--- config.mk ---
export PLATFORM = sky130hd
export DESIGN_NAME = sub_4_seq
export DESIGN_NICKNAME = d
export VERILOG_FILES = /design/src/rtl/sub_4_seq_pkg.sv /design/src/rtl/full_sub_1.sv /design/src/rtl/sub_4_seq.sv
export SDC_FILE = /design/constraint.sdc
export NUM_CORES = 1
export LEC_CHECK = 0
export CAP_MARGIN = 0
export CORE_ASPECT_RATIO = 1.5
export CORE_MARGIN = 5
export CORE_UTILIZATION = 42
export CTS_CLUSTER_SIZE = 25
export DETAILED_ROUTE_END_ITERATION = 10
export DONT_BUFFER_PORTS = 1
export GPL_TIMING_DRIVEN = 0
export PLACE_DENSITY = 0.56
export SLEW_MARGIN = 15
export SYNTH_ARGS = -nofsm -noshare
export SYNTH_HDL_FRONTEND = slang
export SYNTH_SLANG_ARGS = --single-unit
--- constraint.sdc ---
create_clock -name clk_i -period 2.33 [get_ports clk_i]
set_clock_uncertainty 0.1 [all_clocks]
set_input_delay 0.466 -clock clk_i [delete_from_list [all_inputs] [get_ports clk_i]]
set_output_delay 0.466 -clock clk_i [all_outputs]
set_load 0.005 [all_outputs]
--- src/rtl/sub_4_seq_pkg.sv ---
// Shared definitions for the bit-serial subtractor: default width and FSM state codes.
package sub_4_seq_pkg;

   localparam int SUB_WIDTH_DEF = 4;

   typedef enum logic [1:0] {
      ST_IDLE  = 2'd0,
      ST_SHIFT = 2'd1,
      ST_DONE  = 2'd2
   } state_t;

endpackage

--- src/rtl/full_sub_1.sv ---
// Combinational 1-bit full subtractor: d = a - b - bin, bout is the borrow out.
module full_sub_1 (
   input  logic a_i,
   input  logic b_i,
   input  logic bin_i,
   output logic d_o,
   output logic bout_o
);

   assign d_o    = a_i ^ b_i ^ bin_i;
   assign bout_o = (~a_i & b_i) | (~(a_i ^ b_i) & bin_i);

endmodule

--- src/rtl/sub_4_seq.sv ---
// Bit-serial ripple-borrow subtractor: diff = a - b - c over WIDTH cycles, LSB first,
// with a start/done handshake and registered result, borrow and signed-overflow flags.
module sub_4_seq
   import sub_4_seq_pkg::*;
#(
   parameter int WIDTH = SUB_WIDTH_DEF
) (
   input  logic             clk_i,
   input  logic             rst_n_i,
   input  logic             start_i,
   input  logic [WIDTH-1:0] a_i,
   input  logic [WIDTH-1:0] b_i,
   input  logic             c_i,
   output logic             busy_0,
   output logic             done_0,
   output logic [WIDTH-1:0] diff_0,
   output logic             borrow_0,
   output logic             ovf_0
);

   localparam int CW = $clog2(WIDTH) + 1;
   localparam logic [CW-1:0] LAST_BIT = CW'(WIDTH - 1);

   state_t           state_q, state_d;
   logic [CW-1:0]    cnt_q, cnt_d;
   logic [WIDTH-1:0] a_sh_q, a_sh_d;
   logic [WIDTH-1:0] b_sh_q, b_sh_d;
   logic [WIDTH-1:0] res_q, res_d;
   logic             br_q, br_d;
   logic             a_msb_q, a_msb_d;
   logic             b_msb_q, b_msb_d;
   logic [WIDTH-1:0] diff_q, diff_d;
   logic             borrow_q, borrow_d;
   logic             ovf_q, ovf_d;
   logic             busy_q, busy_d;
   logic             done_q, done_d;

   logic d_bit, bout_bit;

   full_sub_1 u_cell (
      .a_i   (a_sh_q[0]),
      .b_i   (b_sh_q[0]),
      .bin_i (br_q),
      .d_o   (d_bit),
      .bout_o(bout_bit)
   );

   always_comb begin
      state_d  = state_q;
      cnt_d    = cnt_q;
      a_sh_d   = a_sh_q;
      b_sh_d   = b_sh_q;
      res_d    = res_q;
      br_d     = br_q;
      a_msb_d  = a_msb_q;
      b_msb_d  = b_msb_q;
      diff_d   = diff_q;
      borrow_d = borrow_q;
      ovf_d    = ovf_q;
      busy_d   = busy_q;
      done_d   = 1'b0;
      case (state_q)
         ST_IDLE: begin
            busy_d = 1'b0;
            if (start_i) begin
               a_sh_d  = a_i;
               b_sh_d  = b_i;
               br_d    = c_i;
               a_msb_d = a_i[WIDTH-1];
               b_msb_d = b_i[WIDTH-1];
               res_d   = '0;
               cnt_d   = '0;
               busy_d  = 1'b1;
               state_d = ST_SHIFT;
            end
         end
         ST_SHIFT: begin
            res_d  = {d_bit, res_q[WIDTH-1:1]};
            a_sh_d = a_sh_q >> 1;
            b_sh_d = b_sh_q >> 1;
            br_d   = bout_bit;
            cnt_d  = cnt_q + CW'(1);
            // Results are published only once the MSB has been processed.
            if (cnt_q == LAST_BIT) begin
               diff_d   = {d_bit, res_q[WIDTH-1:1]};
               borrow_d = bout_bit;
               ovf_d    = (a_msb_q ^ b_msb_q) & (d_bit ^ a_msb_q);
               done_d   = 1'b1;
               state_d  = ST_DONE;
            end
         end
         ST_DONE: begin
            busy_d  = 1'b0;
            state_d = ST_IDLE;
         end
         default: begin
            busy_d  = 1'b0;
            state_d = ST_IDLE;
         end
      endcase
   end

   always_ff @(posedge clk_i) begin
      if (!rst_n_i) begin
         state_q  <= ST_IDLE;
         cnt_q    <= '0;
         a_sh_q   <= '0;
         b_sh_q   <= '0;
         res_q    <= '0;
         br_q     <= 1'b0;
         a_msb_q  <= 1'b0;
         b_msb_q  <= 1'b0;
         diff_q   <= '0;
         borrow_q <= 1'b0;
         ovf_q    <= 1'b0;
         busy_q   <= 1'b0;
         done_q   <= 1'b0;
      end else begin
         state_q  <= state_d;
         cnt_q    <= cnt_d;
         a_sh_q   <= a_sh_d;
         b_sh_q   <= b_sh_d;
         res_q    <= res_d;
         br_q     <= br_d;
         a_msb_q  <= a_msb_d;
         b_msb_q  <= b_msb_d;
         diff_q   <= diff_d;
         borrow_q <= borrow_d;
         ovf_q    <= ovf_d;
         busy_q   <= busy_d;
         done_q   <= done_d;
      end
   end

   assign busy_0   = busy_q;
   assign done_0   = done_q;
   assign diff_0   = diff_q;
   assign borrow_0 = borrow_q;
   assign ovf_0    = ovf_q;

endmodule

==> results of run 1 <==
[cells in the mapped netlist]
cell type / number
a211oi_2: 1
a21oi_1: 18
a221oi_2: 1
a22oi_1: 4
a2bb2oi_1: 1
and2b_4: 1
and3b_1: 1
buf_2: 2
buf_4: 3
buf_6: 1
buf_8: 1
clkinv_1: 1
dfxtp_1: 27
fa_1: 1
ha_1: 2
inv_1: 5
mux2i_1: 7
nand2_1: 13
nand2b_1: 1
nand2b_4: 2
nand3b_1: 1
nand3b_2: 1
nor2_1: 10
nor2_2: 1
nor3b_2: 1
o21ai_0: 12
o21bai_2: 1
o22ai_1: 1
[layout by cell type, fill, tap and decap left out, drive strengths merged]
cell,instances
o22ai,1
inv,5
clkinv,1
and2b,1
nand2b,3
fa,1
clkbuf,3
a2bb2oi,1
clkinvlp,1
nor2,11
a21oi,18
buf,7
dfxtp,27
ha,2
a221oi,1
a211oi,1
nand2,13
mux2i,7
nor3b,1
o21bai,1
o21ai,12
and3b,1
a22oi,4
nand3b,2
[worst max-delay path by stage]
stage / start / endpoint / slack (ns)
finish: br_q / ovf_0 / 0.77
global route: br_q / ovf_0 / 0.67
detailed placement: br_q / ovf_0 / 0.79
CTS: br_q / ovf_0 / 0.77
floorplan: br_q / ovf_0 / 0.91
global placement: br_q / ovf_0 / 0.83
[state kept, by name, summed over array words and instances, names as in the netlist]
signal    flops
a_msb_q       1
a_sh_q        4
b_msb_q       1
b_sh_q        4
borrow_0      1
br_q          1
busy_0        1
cnt_q         3
diff_0        4
done_0        1
ovf_0         1
res_q         3
state_q       2
[per-layer routing]
layer,vias to the layer above,wire length (um),track usage [%]
met5,-,0,0
met4,0,19,5.11
met3,2,78,3.01
met2,14,1120,22.8
met1,385,952,15.4
li1,420,-,-
[cells by family after synthesis]
group | synth area share, %
flip-flops | 47.1
AO/OA/AOI/OAI | 20.4
adder cells (fa/ha/maj) | 3.93
multiplexers | 6.11
AND/OR/NAND/NOR | 15.4
buffers and inverters | 7.09
[worst max-delay path: cells and delay by family (launching register included)]
kind | cells | cell delay [ns]
adders and majority gates | 1 | 0.62
DFF | 1 | 0.37
AOI/OAI and AO/OA | 2 | 0.23
buffers and inverters | 1 | 0.07
and+or+nand+nor | 1 | 0.07
[power by group through the flow]
stage               sequential, mW  clock [mW]  combinational [mW]
finish                       0.498       0.272              0.0998
global route                 0.500       0.297               0.116
CTS                          0.498       0.281               0.101
detailed placement           0.509           0               0.101
global placement             0.507           0              0.0982
floorplan                    0.504           0              0.0826
[area by class of cell]
type	count	area, sq um
fillers	270	1410
flip-flops and latches	27	541
multi-input cells	81	526
plain buffers	7	58.8
well taps	37	46.3
clock buffers	3	41.3
inverters	6	22.5
clock inverters	1	7.51
[per-stage QoR]
| step | cells | util [%] | setup WS [ns] | hold WS [ns] |
|---|---|---|---|---|
| 2_1_floorplan | 121 | - | 0.915 | 0.332 |
| 3_3_place_gp | 158 | 45.1 | 0.834 | 0.342 |
| 3_5_place_dp | 158 | 45.1 | 0.785 | 0.351 |
| 4_1_cts | 162 | 46.9 | 0.772 | 0.238 |
| 5_1_grt | 162 | 46.9 | 0.667 | 0.255 |
| 6_report | 162 | 46.9 | 0.770 | 0.253 |
==> out/metrics.cfg, run 1 <==
[routing]
wl_um = 2170
ant_nets = 0
avgViaCountPerCell = 5.07
vias = 821
wl_per_cell_um = 13.4
dr.pass1.iters = 4
drc = 0
drt_iter0_markers = 20

[setup_path]
timing.reg2reg.setup_slack_ns = 0.77
path_cells = inv_1 > fa_1 > nor2_1 > a21oi_1 > a21oi_1
worstSetupPathType = flip-flop to flip-flop
cp.required_ns = 2.40
cp-end-kind = flip-flop
startpoint_type = flip-flop
cp_max_fo = 4
critPathMostFrequentCell = a21oi_1
r2r_start = br_q
worstReg2RegEnd = ovf_0
max_stage_delay_ns = 0.62
r2r_cells = 5
crit_slowest_cell = fa_1
crit_arrival_ns = 1.63

[floorplanning]
pin_count = 20
die-area_sq_mm = 0.00390
fp.coreArea_sq_mm = 0.00265
initial_utilization_pct = 43.3
die_w_um = 52.7
row_count = 23
die_y_um = 74.0

[pwr]
swShare_pct = 25.4
power.density_mw_per_mm2 = 700
vdd_ir_drop_max_mv = 0.365
power_leakage_nw = 0.470
combPwrFrac_pct = 11.5
p_int_mw = 0.649
seqPwrFrac_pct = 57.2
fin_total_pwr_mw = 0.870
clkPwrFrac_pct = 31.3
p_switching_mw = 0.221

[placed_design]
dp_hpwl_um = 1670
dpl_cell_area_sq_mm = 0.00119
gp_congestion = 0.718
io_buffers = 0

[final_layout]
area_growth_pct = 8.29
layout.nets = 141
drive_gt1_share_pct = 16.0
antenna_cells = 0
fin_area_sq_mm = 0.00124

[synthesis]
yosys_warnings = 0
yosysTopAreaCellShare_pct = 47.1
yosysSeqAreaShare_pct = 47.1
syn_avg_cell_area_sq_um = 9.48
yosysTopAreaCell = dfxtp_1
synth_cell_type_count = 28
syn_inst = 121
synth_area_leaders = dfxtp_1, a21oi_1, mux2i_1, o21ai_0, nand2_1
synth_fp_nets = 136
synth_seq_cells = 27
syn_area_sq_mm = 0.00115

[global_routing]
grt_max_degree = 17
grt_first_pass_wirelength_um = 3820
grt-ovfl-total = 0
grt_pass1_vias = 868
antenna_found_initial = 0
grt.total_usage_pct = 13.1

[timing]
finalSetupTns_ns = 0
setup_viol = 0
maxSlewViolCount = 0
fmax_ghz = 0.641
max_slew_margin_pct = 80.8
worst_slew_pin_slew_ns = 0.288
finalCriticalPeriod_ns = 1.56
post-route-period-util_pct = 67.0
hold_violations = 0
rsz0062_at_grt = false

[clocking]
postCtsHoldBufs = 0
cts_setup_buffers = 0
cts_tree = done
cts-resized-gates = 0
clockBufferDepth = 2
clock-sinks = 27
cts-root-buf = clkbuf_8
clock_insertion_delay_worst_skew_ns = 0.27
clk_pin_slew_worst_paths_ns = 0.10
htreeDepth = 1
cts-buffers-inserted = 3

[worst_hold_path]
hold_path_class = input port to flip-flop
whs_endpoint = state_q[0]
worstHoldStart = start_i
min_path_cells = 2

[outcome]
outcome = complete, no violations

[job]
maxCapViolations = 0

(Power assumes the default switching activity.)
==> run 2, diff against run 1 <==
Settings changed: PLACE_DENSITY 0.56 to 0.59.
Clock period 2.33 ns to 1.3 ns, I/O delays scaled along.
==> run 2 against run 1 <==
Against the previous run:
- the flow now finishes with violations (setup timing)
- first-iteration DRC count shrank 30%
- critical path depth is the same
- fmax grew 9.0%
- register-to-register slack lost 0.90 ns
- sequential power grew 80%
- wire length shrank 0.18%
==> out/metrics.cfg, run 2 (synthesized netlist as in run 1, its figures left out) <==
[routing]
met3_length_um = 103  ; +32%
top_layer_used = met4
dr.pass1.iters = 4  ; unchanged
wl_per_cell_um = 13.1  ; -2.0%
wl_um = 2170  ; -0.18%
ant_nets = 0  ; unchanged
avgViaCountPerCell = 5.18  ; +2.1%
wl_met2_um = 1100  ; -2.0%
drc = 0  ; unchanged
drt_iter0_markers = 14  ; -30%
vias = 854  ; +4.0%
met1_length_um = 918  ; -3.6%

[setup_path]
worstSetupPathType = flip-flop to flip-flop
cp-end-kind = flip-flop
cp_max_fo = 4  ; unchanged
startpoint_type = flip-flop
cp.required_ns = 1.37  ; -1.03 ns
crit_arrival_ns = 1.50  ; -0.13 ns

[global_routing]
grt_max_degree = 17  ; unchanged
grt.total_usage_pct = 13.1  ; -0.036 points
grt-ovfl-total = 0  ; unchanged
grt_pass1_vias = 891  ; +2.6%
grt_first_pass_wirelength_um = 3850  ; +0.92%
antenna_found_initial = 0  ; unchanged

[floorplanning]
fp.coreArea_sq_mm = 0.00265  ; unchanged
initial_utilization_pct = 43.3  ; unchanged
pin_count = 20  ; unchanged
row_count = 23  ; unchanged
die_y_um = 74.0  ; unchanged
die-area_sq_mm = 0.00390  ; unchanged
die_w_um = 52.7  ; unchanged

[timing]
maxSlewViolCount = 0  ; unchanged
fmax_ghz = 0.699  ; +9.0%
setup_viol = 3  ; +3
fin_ws_ns = -0.131  ; -0.901 ns
hold_violations = 0  ; unchanged
worst_slew_pin_slew_ns = 0.243  ; -0.0448 ns
post-route-period-util_pct = 110  ; +43 points
rsz0062_at_grt = true
finalCriticalPeriod_ns = 1.43  ; -0.129 ns
finalSetupTns_ns = -0.258  ; -0.258 ns
max_slew_margin_pct = 83.7  ; +2.9 points

[pwr]
power.density_mw_per_mm2 = 1190  ; +70%
combPwrFrac_pct = 13.6  ; +2.1 points
swShare_pct = 25.3  ; -0.12 points
vdd_ir_drop_max_mv = 0.686  ; +88%
seqPwrFrac_pct = 56.1  ; -1.1 points
clkPwrFrac_pct = 30.3  ; -1.0 points
power_leakage_nw = 0.491  ; +4.6%
p_switching_mw = 0.403  ; +83%
p_int_mw = 1.19  ; +84%

[worst_hold_path]
hold_path_class = input port to flip-flop

[clocking]
cts-root-buf = clkbuf_8
clock-sinks = 27  ; unchanged
clk_pin_slew_worst_paths_ns = 0.09  ; about the same
clockBufferDepth = 2  ; unchanged
clock_insertion_delay_worst_skew_ns = 0.27  ; about the same
cts_tree = done
cts-buffers-inserted = 3  ; unchanged
htreeDepth = 1  ; unchanged

[outcome]
outcome = finished with violations
violations = setup timing

[final_layout]
area_growth_pct = 16.6
final_common_cell = dfxtp_1
drive_gt1_share_pct = 32.8  ; +17 points
post-route-util_pct = 50.5  ; +3.6 points
antenna_cells = 0  ; unchanged
mostFrequentLayoutCells = dfxtp_1, a21oi_1, nand2_1, nor2_1, o21ai_0
layout.nets = 144  ; +2.1%

[placed_design]
dp_hpwl_um = 1630  ; -2.3%
io_buffers = 0  ; unchanged
gp_congestion = 0.681  ; -5.2%

[job]
maxCapViolations = 0  ; unchanged

## run 2: power groups by stage
stage	logic (mW)	clock network, mW	registers (mW)
2_1_floorplan	0.148	0	0.905
3_3_place_gp	0.175	0	0.910
3_5_place_dp	0.181	0	0.912
4_1_cts	0.213	0.504	0.895
5_1_grt	0.243	0.529	0.901
6_report	0.217	0.483	0.895
## run 2: layout make-up
class                      count  area [sq um]
inverter                       6          22.5
sequential                    27           547
clock inverter                 1          7.51
multi-input combinational     81           592
fill                         269          1310
buffer                         6          51.3
timing repair buffer           4          30.0
tap                           37          46.3
clock buffer                   3          41.3
## run 2: metrics by stage
stage / std cells / power [mW] / setup WS, ns / hold WS [ns] / area, sq um
floorplan: 121 / 1.05 / -0.0537 / 0.319 / 1170
global placement: 158 / 1.09 / -0.125 / 0.334 / 1210
detailed placement: 158 / 1.09 / -0.149 / 0.337 / 1210
CTS: 165 / 1.61 / -0.161 / 0.0400 / 1300
global route: 165 / 1.67 / -0.164 / 0.0435 / 1340
finish: 165 / 1.59 / -0.131 / 0.0492 / 1340
## run 2: path summary, 6_finish.rpt
check / end / cells after the start / from / slack [ns]
hold reg to reg: diff_0[0] / 2 / res_q[1] / 0.36
setup reg to reg: res_q[3] / 5 / b_sh_q[0] / -0.13
hold / removal: a_msb_q / 2 / a_i[3] / 0.05
setup / recovery: res_q[3] / 5 / b_sh_q[0] / -0.13
## run 2: metal layers
metal | up-vias | global-route usage, %
met1 | 405 | 15.0
met3 | 4 | 2.40
met2 | 17 | 23.1
li1 | 428 | -
met5 | - | 0
met4 | 0 | 5.97
## run 2: worst max-delay path, stage by stage, from the launching register on
cell	delay (ns)
dfxtp_2	0.34
inv_2	0.04
fa_2	0.49
buf_4	0.16
a22oi_2	0.14
nor2_1	0.06
## run 2: what timing repair did
| item | 4_1_cts | 5_1_grt |
|---|---|---|
| setup endpoints to repair | 8 | 15 |
| setup buffers | 4 | 0 |
| cloned | 0 | 0 |
| resized for setup | 7 | 11 |
| hold endpoints to repair | 0 | 0 |
| hold buffers | 0 | 0 |
| pin swaps | 9 | 8 |
